**src/rtl/pipeline_stall_controller_pkg.sv**
```systemverilog
// Shared ISA decode constants and FSM encodings for the pipeline stall controller.
// Holds opcode / ALU-op values, instruction field extractors and the state codes
// used by the top-level FSM.
package pipeline_stall_controller_pkg;

  // Opcodes (instr[31:27])
  localparam logic [4:0] OP_RTYPE = 5'd0;
  localparam logic [4:0] OP_J     = 5'd1;
  localparam logic [4:0] OP_BNE   = 5'd2;
  localparam logic [4:0] OP_JAL   = 5'd3;
  localparam logic [4:0] OP_JR    = 5'd4;
  localparam logic [4:0] OP_ADDI  = 5'd5;
  localparam logic [4:0] OP_BLT   = 5'd6;
  localparam logic [4:0] OP_SW    = 5'd7;
  localparam logic [4:0] OP_LW    = 5'd8;
  localparam logic [4:0] OP_SETX  = 5'd21;
  localparam logic [4:0] OP_BEX   = 5'd22;

  // ALU ops (instr[6:2]) that go to the multdiv unit
  localparam logic [4:0] ALU_MUL = 5'd6;
  localparam logic [4:0] ALU_DIV = 5'd7;

  // bex tests rstatus
  localparam logic [4:0] REG_RSTATUS = 5'd30;

  // FSM state encodings
  localparam logic [1:0] ST_IDLE = 2'd0;
  localparam logic [1:0] ST_BUSY = 2'd1;
  localparam logic [1:0] ST_DONE = 2'd2;

  function automatic logic [4:0] f_opcode(input logic [31:0] instr);
    return instr[31:27];
  endfunction

  function automatic logic [4:0] f_rd(input logic [31:0] instr);
    return instr[26:22];
  endfunction

  function automatic logic [4:0] f_rs(input logic [31:0] instr);
    return instr[21:17];
  endfunction

  function automatic logic [4:0] f_rt(input logic [31:0] instr);
    return instr[16:12];
  endfunction

  function automatic logic [4:0] f_aluop(input logic [31:0] instr);
    return instr[6:2];
  endfunction

endpackage

```
**src/rtl/load_use_detector.sv**
```systemverilog
// Combinational load-use hazard detector.
// Flags when a lw in DX writes a non-zero register that the instruction in FD reads.
// Ports:
//   FD_Latch_Instr  in   instruction currently in the FD latch
//   DX_Latch_Instr  in   instruction currently in the DX latch
//   load_use        out  1 when FD must wait one cycle for the load data
module load_use_detector
  import pipeline_stall_controller_pkg::*;
(
  input  logic [31:0] FD_Latch_Instr,
  input  logic [31:0] DX_Latch_Instr,
  output logic        load_use
);

  logic [4:0] dx_rd;
  logic [4:0] fd_rd;
  logic [4:0] fd_rs;
  logic [4:0] fd_rt;
  logic       fd_reads_dx_rd;

  assign dx_rd = f_rd(DX_Latch_Instr);
  assign fd_rd = f_rd(FD_Latch_Instr);
  assign fd_rs = f_rs(FD_Latch_Instr);
  assign fd_rt = f_rt(FD_Latch_Instr);

  // Source registers depend on the FD instruction format; branches read rd as a source.
  always_comb begin
    fd_reads_dx_rd = 1'b0;
    case (f_opcode(FD_Latch_Instr))
      OP_RTYPE:              fd_reads_dx_rd = (fd_rs == dx_rd) || (fd_rt == dx_rd);
      OP_ADDI, OP_LW, OP_SW: fd_reads_dx_rd = (fd_rs == dx_rd);
      OP_BNE, OP_BLT:        fd_reads_dx_rd = (fd_rd == dx_rd) || (fd_rs == dx_rd);
      OP_JR:                 fd_reads_dx_rd = (fd_rd == dx_rd);
      OP_BEX:                fd_reads_dx_rd = (dx_rd == REG_RSTATUS);
      default:               fd_reads_dx_rd = 1'b0;
    endcase
  end

  assign load_use = (f_opcode(DX_Latch_Instr) == OP_LW) && (dx_rd != 5'd0) && fd_reads_dx_rd;

endmodule

```
**src/rtl/pipeline_stall_controller.sv**
```systemverilog
// Pipeline stall / flush controller for the 5-stage processor.
// Resolves load-use stalls, multi-cycle mul/div holds (with a watchdog) and taken-branch
// squashes, driving latch enables, nop inserts and the multdiv start pulses.
// Ports:
//   clock, reset                  rising-edge clock, synchronous active-high reset
//   FD_Latch_Instr/DX_Latch_Instr instructions in the FD and DX latches
//   branch_taken                  execute stage resolved a taken control transfer
//   multdiv_resultRDY/_exception  multdiv completion pulse and its exception flag
//   PC/FD/DX enables, FD/DX/XM nop inserts, ctrl_MULT/ctrl_DIV start pulses,
//   multdiv_result_select, multdiv_exception_out, multdiv_busy
module pipeline_stall_controller
  import pipeline_stall_controller_pkg::*;
#(
  parameter int unsigned MD_MAX_CYCLES = 40,
  parameter int unsigned MD_CNT_W      = 6
) (
  input  logic        clock,
  input  logic        reset,
  input  logic [31:0] FD_Latch_Instr,
  input  logic [31:0] DX_Latch_Instr,
  input  logic        branch_taken,
  input  logic        multdiv_resultRDY,
  input  logic        multdiv_exception,
  output logic        PC_enable,
  output logic        FD_Latch_enable,
  output logic        DX_Latch_enable,
  output logic        FD_insert_nop,
  output logic        DX_insert_nop,
  output logic        XM_insert_nop,
  output logic        ctrl_MULT,
  output logic        ctrl_DIV,
  output logic        multdiv_result_select,
  output logic        multdiv_exception_out,
  output logic        multdiv_busy
);

  logic [1:0]          state_q, state_d;
  logic [MD_CNT_W-1:0] cnt_q, cnt_d;
  logic                exc_q, exc_d;
  logic                dx_is_md;
  logic                load_use;

  load_use_detector u_load_use_detector (
    .FD_Latch_Instr (FD_Latch_Instr),
    .DX_Latch_Instr (DX_Latch_Instr),
    .load_use       (load_use)
  );

  assign dx_is_md = (f_opcode(DX_Latch_Instr) == OP_RTYPE) &&
                    ((f_aluop(DX_Latch_Instr) == ALU_MUL) || (f_aluop(DX_Latch_Instr) == ALU_DIV));

  always_comb begin
    state_d = state_q;
    cnt_d   = cnt_q;
    exc_d   = exc_q;
    case (state_q)
      ST_IDLE: begin
        // A resultRDY seen here belongs to nothing in flight and is dropped.
        if (dx_is_md) begin
          state_d = ST_BUSY;
          cnt_d   = '0;
        end
      end
      ST_BUSY: begin
        cnt_d = cnt_q + 1'b1;
        if (multdiv_resultRDY) begin
          state_d = ST_DONE;
          exc_d   = multdiv_exception;
        end else if (cnt_q == MD_CNT_W'(MD_MAX_CYCLES - 1)) begin
          // Watchdog: unit never answered, complete with an exception.
          state_d = ST_DONE;
          exc_d   = 1'b1;
        end
      end
      ST_DONE: state_d = ST_IDLE;
      default: state_d = ST_IDLE;
    endcase
  end

  always_ff @(posedge clock) begin
    if (reset) begin
      state_q <= ST_IDLE;
      cnt_q   <= '0;
      exc_q   <= 1'b0;
    end else begin
      state_q <= state_d;
      cnt_q   <= cnt_d;
      exc_q   <= exc_d;
    end
  end

  always_comb begin
    PC_enable             = 1'b1;
    FD_Latch_enable       = 1'b1;
    DX_Latch_enable       = 1'b1;
    FD_insert_nop         = 1'b0;
    DX_insert_nop         = 1'b0;
    XM_insert_nop         = 1'b0;
    ctrl_MULT             = 1'b0;
    ctrl_DIV              = 1'b0;
    multdiv_result_select = 1'b0;
    multdiv_exception_out = 1'b0;
    multdiv_busy          = 1'b0;
    if (!reset) begin
      case (state_q)
        ST_IDLE: begin
          if (dx_is_md) begin
            ctrl_MULT       = (f_aluop(DX_Latch_Instr) == ALU_MUL);
            ctrl_DIV        = (f_aluop(DX_Latch_Instr) == ALU_DIV);
            PC_enable       = 1'b0;
            FD_Latch_enable = 1'b0;
            DX_Latch_enable = 1'b0;
            XM_insert_nop   = 1'b1;
            multdiv_busy    = 1'b1;
          end else if (branch_taken) begin
            // Squash wrong path; also covers a load-use consumer, which is discarded.
            FD_insert_nop = 1'b1;
            DX_insert_nop = 1'b1;
          end else if (load_use) begin
            PC_enable       = 1'b0;
            FD_Latch_enable = 1'b0;
            DX_insert_nop   = 1'b1;
          end
        end
        ST_BUSY: begin
          PC_enable       = 1'b0;
          FD_Latch_enable = 1'b0;
          DX_Latch_enable = 1'b0;
          XM_insert_nop   = 1'b1;
          multdiv_busy    = 1'b1;
        end
        ST_DONE: begin
          multdiv_result_select = 1'b1;
          multdiv_exception_out = exc_q;
          multdiv_busy          = 1'b1;
        end
        default: ;
      endcase
    end
  end

endmodule

```
**config.mk**
```make
export PLATFORM = sky130hd
export DESIGN_NAME = pipeline_stall_controller
export DESIGN_NICKNAME = d
export VERILOG_FILES = /design/src/rtl/pipeline_stall_controller_pkg.sv /design/src/rtl/load_use_detector.sv /design/src/rtl/pipeline_stall_controller.sv
export SDC_FILE = /design/constraint.sdc
export NUM_CORES = 1
export LEC_CHECK = 0
export ABC_AREA = 0
export CORE_ASPECT_RATIO = 0.7
export CORE_UTILIZATION = 33
export CTS_CLUSTER_DIAMETER = 40
export DETAILED_ROUTE_END_ITERATION = 16
export GPL_ROUTABILITY_DRIVEN = 0
export GPL_TIMING_DRIVEN = 0
export HOLD_SLACK_MARGIN = 0.05
export PLACE_DENSITY_LB_ADDON = 0.15
export SLEW_MARGIN = 20
export SYNTH_ARGS = -nofsm -noshare
export SYNTH_HDL_FRONTEND = slang
export SYNTH_SLANG_ARGS = --single-unit
```
**constraint.sdc**
```tcl
create_clock -name clock -period 9.79 [get_ports clock]
set_input_delay 2.937 -clock clock [delete_from_list [all_inputs] [get_ports clock]]
set_output_delay 2.937 -clock clock [all_outputs]
set_load 0.05 [all_outputs]
```
==> results of run 1 <==
-- cell usage after synthesis, types with 2 or more instances --
cell	count
xor2_1	13
nor2_1	10
a21oi_1	9
dfxtp_1	9
nor3_1	7
inv_1	6
o21ai_0	6
ha_1	5
nand2_1	5
nor4_1	4
a211oi_1	3
and2_1	3
clkbuf_1	3
nand3_1	3
a31oi_1	2
buf_2	2
nand4_1	2
nand4b_1	2
nor2b_1	2
nor3b_1	2
or4_1	2
xnor2_1	2
-- placed cells by master (no fill, tap or decap), types with 4 or more instances in the layout --
cell             instances
nand2_1                  5
o21ai_0                  6
nor3_1                   7
clkbuf_1                 4
nor4_1                   4
a21oi_1                  9
inv_1                    6
clkdlybuf4s50_1         48
xor2_1                  13
dfxtp_1                  9
ha_1                     5
nor2_1                  10
-- stage by stage --
| stage | std cells | util, % | power [mW] |
|---|---|---|---|
| floorplan | 118 | - | 0.0485 |
| global placement | 200 | 56.4 | 0.0683 |
| detailed placement | 200 | 56.4 | 0.0692 |
| CTS | 204 | 58.2 | 0.114 |
| global route | 204 | 58.2 | 0.118 |
| finish | 204 | 58.2 | 0.112 |
-- worst min path at each step --
| stage | startpoint | to | slack, ns | cells past startpoint |
|---|---|---|---|---|
| finish | cnt_q[4] | cnt_q[4] | 0.50 | 2 |
| global route | cnt_q[4] | cnt_q[4] | 0.54 | 2 |
| CTS | cnt_q[4] | cnt_q[4] | 0.50 | 2 |
| detailed placement | cnt_q[4] | cnt_q[4] | 0.49 | 2 |
| global placement | cnt_q[4] | cnt_q[4] | 0.49 | 2 |
| floorplan | cnt_q[4] | cnt_q[4] | 0.47 | 2 |
-- flip-flops by register name, summed over array words and instances, names as in the netlist --
register	cells
cnt_q	6
exc_q	1
state_q	2
-- worst max-delay path, cell delays in order --
cell	delay [ns]
clkdlybuf4s50_1	0.40
or4_4	0.56
or4_1	0.47
buf_2	0.17
a21boi_4	0.17
nor2_1	0.13
a31oi_1	0.08
buf_4	0.16
clkdlybuf4s50_1	0.69
-- power groups by stage --
| stage | combinational (mW) | clock (mW) | sequential, mW |
|---|---|---|---|
| floorplan | 0.0110 | 0 | 0.0375 |
| global placement | 0.0308 | 0 | 0.0375 |
| detailed placement | 0.0317 | 0 | 0.0375 |
| CTS | 0.0319 | 0.0450 | 0.0368 |
| global route | 0.0343 | 0.0470 | 0.0368 |
| finish | 0.0318 | 0.0436 | 0.0369 |
-- cell families after synthesis --
group           after synthesis  synth area share [%]
flops                         9                  20.1
compound gates               29                  21.9
buf+inv                      12                  5.73
simple gates                 48                  30.6
xor+xnor                     15                  14.7
fa+ha+maj                     5                  6.98
-- layer usage --
| metal | track usage (%) | up-vias | share of wire, % |
|---|---|---|---|
| met2 | 42.1 | 31 | 52 |
| li1 | - | 536 | - |
| met5 | 0 | - | 0 |
| met1 | 23.1 | 493 | 41 |
| met4 | 8.00 | 0 | 1.8 |
| met3 | 4.50 | 8 | 5.2 |
-- layout make-up --
class	instances	area (um2)
inverter	6	22.5
sequential	9	180
multi-input combinational	97	664
fill	265	1050
timing repair buffer	48	480
tap	34	42.5
buffer	6	28.8
clock buffer	4	45.0
==> run metrics, run 1 <==
status=finished clean; Worst-Margin Slew=0.589 ns; Area Growth Syn to Fin=63.4%; #FFs+latches synth=9; ANT nets after route=0; syn_area_per_cell=7.59 um2; I/O Buffers=48; Worst Setup Slack, final=1.07 ns; Tot GR Track Use=21.4%; sw frac=25.0%; clk buf depth=2; Yosys Warn Count=0; maximum VDD drop=0.0617 mV; Hold Path Class=reg -> reg; Comb pwr share=28.3%; Initial Util=35.6%; Max Cap Viol=0; Post-synth top flop=dfxtp_1; global-route wire length before repair=4690 um; CTS Buf Count=3; TritonCTS clock tree=yes; DRT Pass-1 Iters=4; Post-DP Area=0.00142 mm2; post-CTS setup buffer count=0; Tcrit/Tclk final=89.0%; Synth top area share=20.1%; number of flops mapped to enable cells by yosys=0; R2R Setup Slk=7.85 ns; Final min period=8.72 ns; Seq/Total Area, Yosys=20.1%; reg2reg end=cnt_q[5]; cells after synthesis=118; Setup WS pre-CTS=1.08 ns; later-pin clock latency in the skew report=0.24 ns; Max Fclk=115 MHz; endpoint type of the worst setup path=output pin; post-synth cell types=38; number of global-route vias before repair=1036; Root Buffer=clkbuf_8; total negative slack=0 ns; Psw=0.0280 mW; pwr/cell area=76.7 mW/mm2; Initial DRC Count=22; I/O pin count=80; final setup fails=0; nets=245; clk sink count=9; clk slew on worst S/H paths=0.05 ns; Finished Cell Area=0.00146 mm2; Clock power frac=38.9%; CP Class=in -> out; Cell Rows=15; die width=64.3 um; DRT Wirelength=2850 um; Hold Vio Cnt, Final=0; crit path from=DX_Latch_Instr[28]; CTS resizes=0; Worst Path Max Fanout=7; DIE HEIGHT=45.6 um; initial antenna violation count=0; syn_nets=192; RSZ-0062 raised after global routing=false; WL per Instance=14.0 um; share of cells above drive strength 1=5.29%; core box area=0.00251 mm2; largest net degree at the start of global routing=11; Setup Skew=0.00673 ns; Vias/cell=5.24; Hold-fix buffers, CTS=0; worst reg2reg startpoint=state_q[1]; antenna fix cells=0; WP data arrival=5.78 ns; die area=0.00293 mm2; CP endpoint=PC_enable; Async SR Flop Fraction=0%; Final Slew Violations=0; sequential share of power=32.8%; synth top area cells=dfxtp_1 20%, xor2_1 13%, ha_1 7.0%; cell taking the most area after synthesis=dfxtp_1; drt drc=0; H-tree levels=1; Leak=0.527 nW; CP required=6.85 ns; worst reg-to-reg path cell count=8; Internal=0.0842 mW; Post-DP HPWL=2330 um; global route overflow=0; mapped cell area=896 um2; vias post-DR=1068; Final Hold Slack=0.502 ns; relative max-transition margin=60.4%; type of origin of the critical path=input port
No activity file was read; power rests on OpenSTA's default activity.
==> inputs of run 2 (changes only) <==
--- a/config.mk
+++ b/config.mk
@@ -11,9 +11,9 @@
 export CTS_CLUSTER_DIAMETER = 40
 export DETAILED_ROUTE_END_ITERATION = 16
 export GPL_ROUTABILITY_DRIVEN = 0
-export GPL_TIMING_DRIVEN = 0
 export HOLD_SLACK_MARGIN = 0.05
 export PLACE_DENSITY_LB_ADDON = 0.15
+export REMOVE_ABC_BUFFERS = 1
 export SLEW_MARGIN = 20
 export SYNTH_ARGS = -nofsm -noshare
 export SYNTH_HDL_FRONTEND = slang
==> run metrics, run 2 (synthesis results as in run 1) <==
Area Growth Syn to Fin=62.6%; Top Metal Used=met3; DRT met1 WL=1270 um; Cell Rows=15; multi-input logic area=664 um2; total negative slack=0 ns; Comb pwr share=28.7%; clk sink count=9; Root Buffer=clkbuf_8; I/O Buffers=50; Post-DP Area=0.00141 mm2; Vias/cell=5.27; Most common cell on crit path=clkdlybuf4s50_1; DRT Wirelength=2780 um; CP required=6.85 ns; maximum VDD drop=0.0314 mV; endpoint type of the worst setup path=output pin; Crit path max-delay family=simple AND/OR/NAND/NOR gates; CP Cell Sequence=clkdlybuf4s50_1 -> or4_4 -> or4_1 -> a21boi_4 -> nor2_1 -> a31oi_1 -> clkdlybuf4s50_1; later-pin clock latency in the skew report=0.24 ns; vias post-DR=1053; CTS Buf Count=3; total power draw=0.112 mW; die width=64.3 um; Final Slew Violations=0; final setup fails=0; Psw=0.0282 mW; antenna fix cells=0; largest net degree at the start of global routing=18; RSZ-0062 raised after global routing=false; Leak=0.522 nW; top flop regs=cnt_q x6, state_q x2, exc_q x1; Top reg by flops=cnt_q; DIE HEIGHT=45.6 um; CP Class=in -> out; DRT Pass-1 Iters=4; global-route wire length before repair=4450 um; core box area=0.00251 mm2; Worst Path Max Fanout=7; share of cells above drive strength 1=4.22%; H-tree levels=1; I/O pin count=80; most common cell after layout, fill and taps aside=clkdlybuf4s50_1; Finished Cell Area=0.00146 mm2; Max Fclk=115 MHz; clk buf depth=2; relative max-transition margin=56.0%; initial antenna violation count=0; Hold Vio Cnt, Final=0; Filler Cell Count=249; Tcrit/Tclk final=88.8%; Tot GR Track Use=19.7%; Internal=0.0840 mW; sw frac=25.1%; WL per Instance=13.9 um; Setup Skew=0.00656 ns; number of global-route vias before repair=996; type of origin of the critical path=input port; DR WL met2=1400 um; Post-DP HPWL=2290 um; drt drc=0; fin cells=200; nets=241; CP bufs+invs=2; sequential share of power=32.8%; die area=0.00293 mm2; Initial Util=35.6%; placed cells=196; Clock power frac=38.5%; clk slew on worst S/H paths=0.04 ns; CTS resizes=0; R2R Setup Slk=7.75 ns; met3 routed WL=105 um; Hold-fix buffers, CTS=0; slowest stage delay, CP=0.75 ns; Max Cap Viol=0; global route overflow=0; ANT nets after route=0; Critical Path Slowest Stage Cell=clkdlybuf4s50_1; sequential cell area=180 um2; Initial DRC Count=51; most frequent cells in the layout=50 x clkdlybuf4s50_1, 13 x xor2_1, 10 x nor2_1; pwr/cell area=77.1 mW/mm2; max reg flops=6; TritonCTS clock tree=yes; Worst-Margin Slew=0.658 ns; Hold Path Class=reg -> reg; Final min period=8.69 ns; WP data arrival=5.76 ns; status=finished clean; post-CTS setup buffer count=0
==> run 2: cell count changes in the layout (fill, tap and decap cells not counted), sizes merged <==
cell / before / now
buf: 3 / 0
clkbuf: 7 / 3
clkdlybuf4s50: 48 / 50
clkinv: 0 / 1
==> run 2: worst paths after layout <==
| kind | endpoint | start | cells past startpoint |
|---|---|---|---|
| hold reg to reg | cnt_q[4] | cnt_q[4] | 2 |
| hold / removal | cnt_q[4] | cnt_q[4] | 2 |
| setup / recovery | PC_enable | DX_Latch_Instr[28] | 7 |
| setup reg to reg | cnt_q[5] | state_q[1] | 7 |
==> run 2: area by class of cell <==
cell class	count	share of cell area [%]
clock buffers	3	2.84
repair buffers	50	34.4
inverters	6	1.55
flip-flops and latches	9	12.4
well taps	34	2.92
multi-input cells	97	45.6
clock inverters	1	0.344
==> run 2: per-layer routing <==
layer,up-vias,track usage [%]
met2,22,37.7
met1,505,23.7
met4,0,2.67
li1,526,-
met5,-,0
met3,0,4.00
==> run 2: through the flow <==
step | util [%] | setup WS [ns] | hold slack [ns]
3_5_place_dp | 56.1 | 1.10 | 0.494
4_1_cts | 57.9 | 1.10 | 0.512
2_1_floorplan | - | 1.57 | 0.465
6_report | 57.9 | 1.10 | 0.510
5_1_grt | 57.9 | 1.03 | 0.556
3_3_place_gp | 56.1 | 1.20 | 0.488
==> run 2: worst reg2reg max path, cell delays in order (launching register included) <==
cell,delay [ns]
dfxtp_1,0.35
inv_1,0.09
ha_1,0.19
inv_1,0.10
or4_1,0.67
a21boi_4,0.23
a22oi_1,0.20
nor2_1,0.07
==> run 2: power by group through the flow <==
stage | clock network [mW] | registers [mW] | logic [mW]
3_5_place_dp | 0 | 0.0375 | 0.0320
5_1_grt | 0.0475 | 0.0368 | 0.0341
2_1_floorplan | 0 | 0.0375 | 0.00976
6_report | 0.0432 | 0.0368 | 0.0322
4_1_cts | 0.0440 | 0.0368 | 0.0321
3_3_place_gp | 0 | 0.0375 | 0.0312
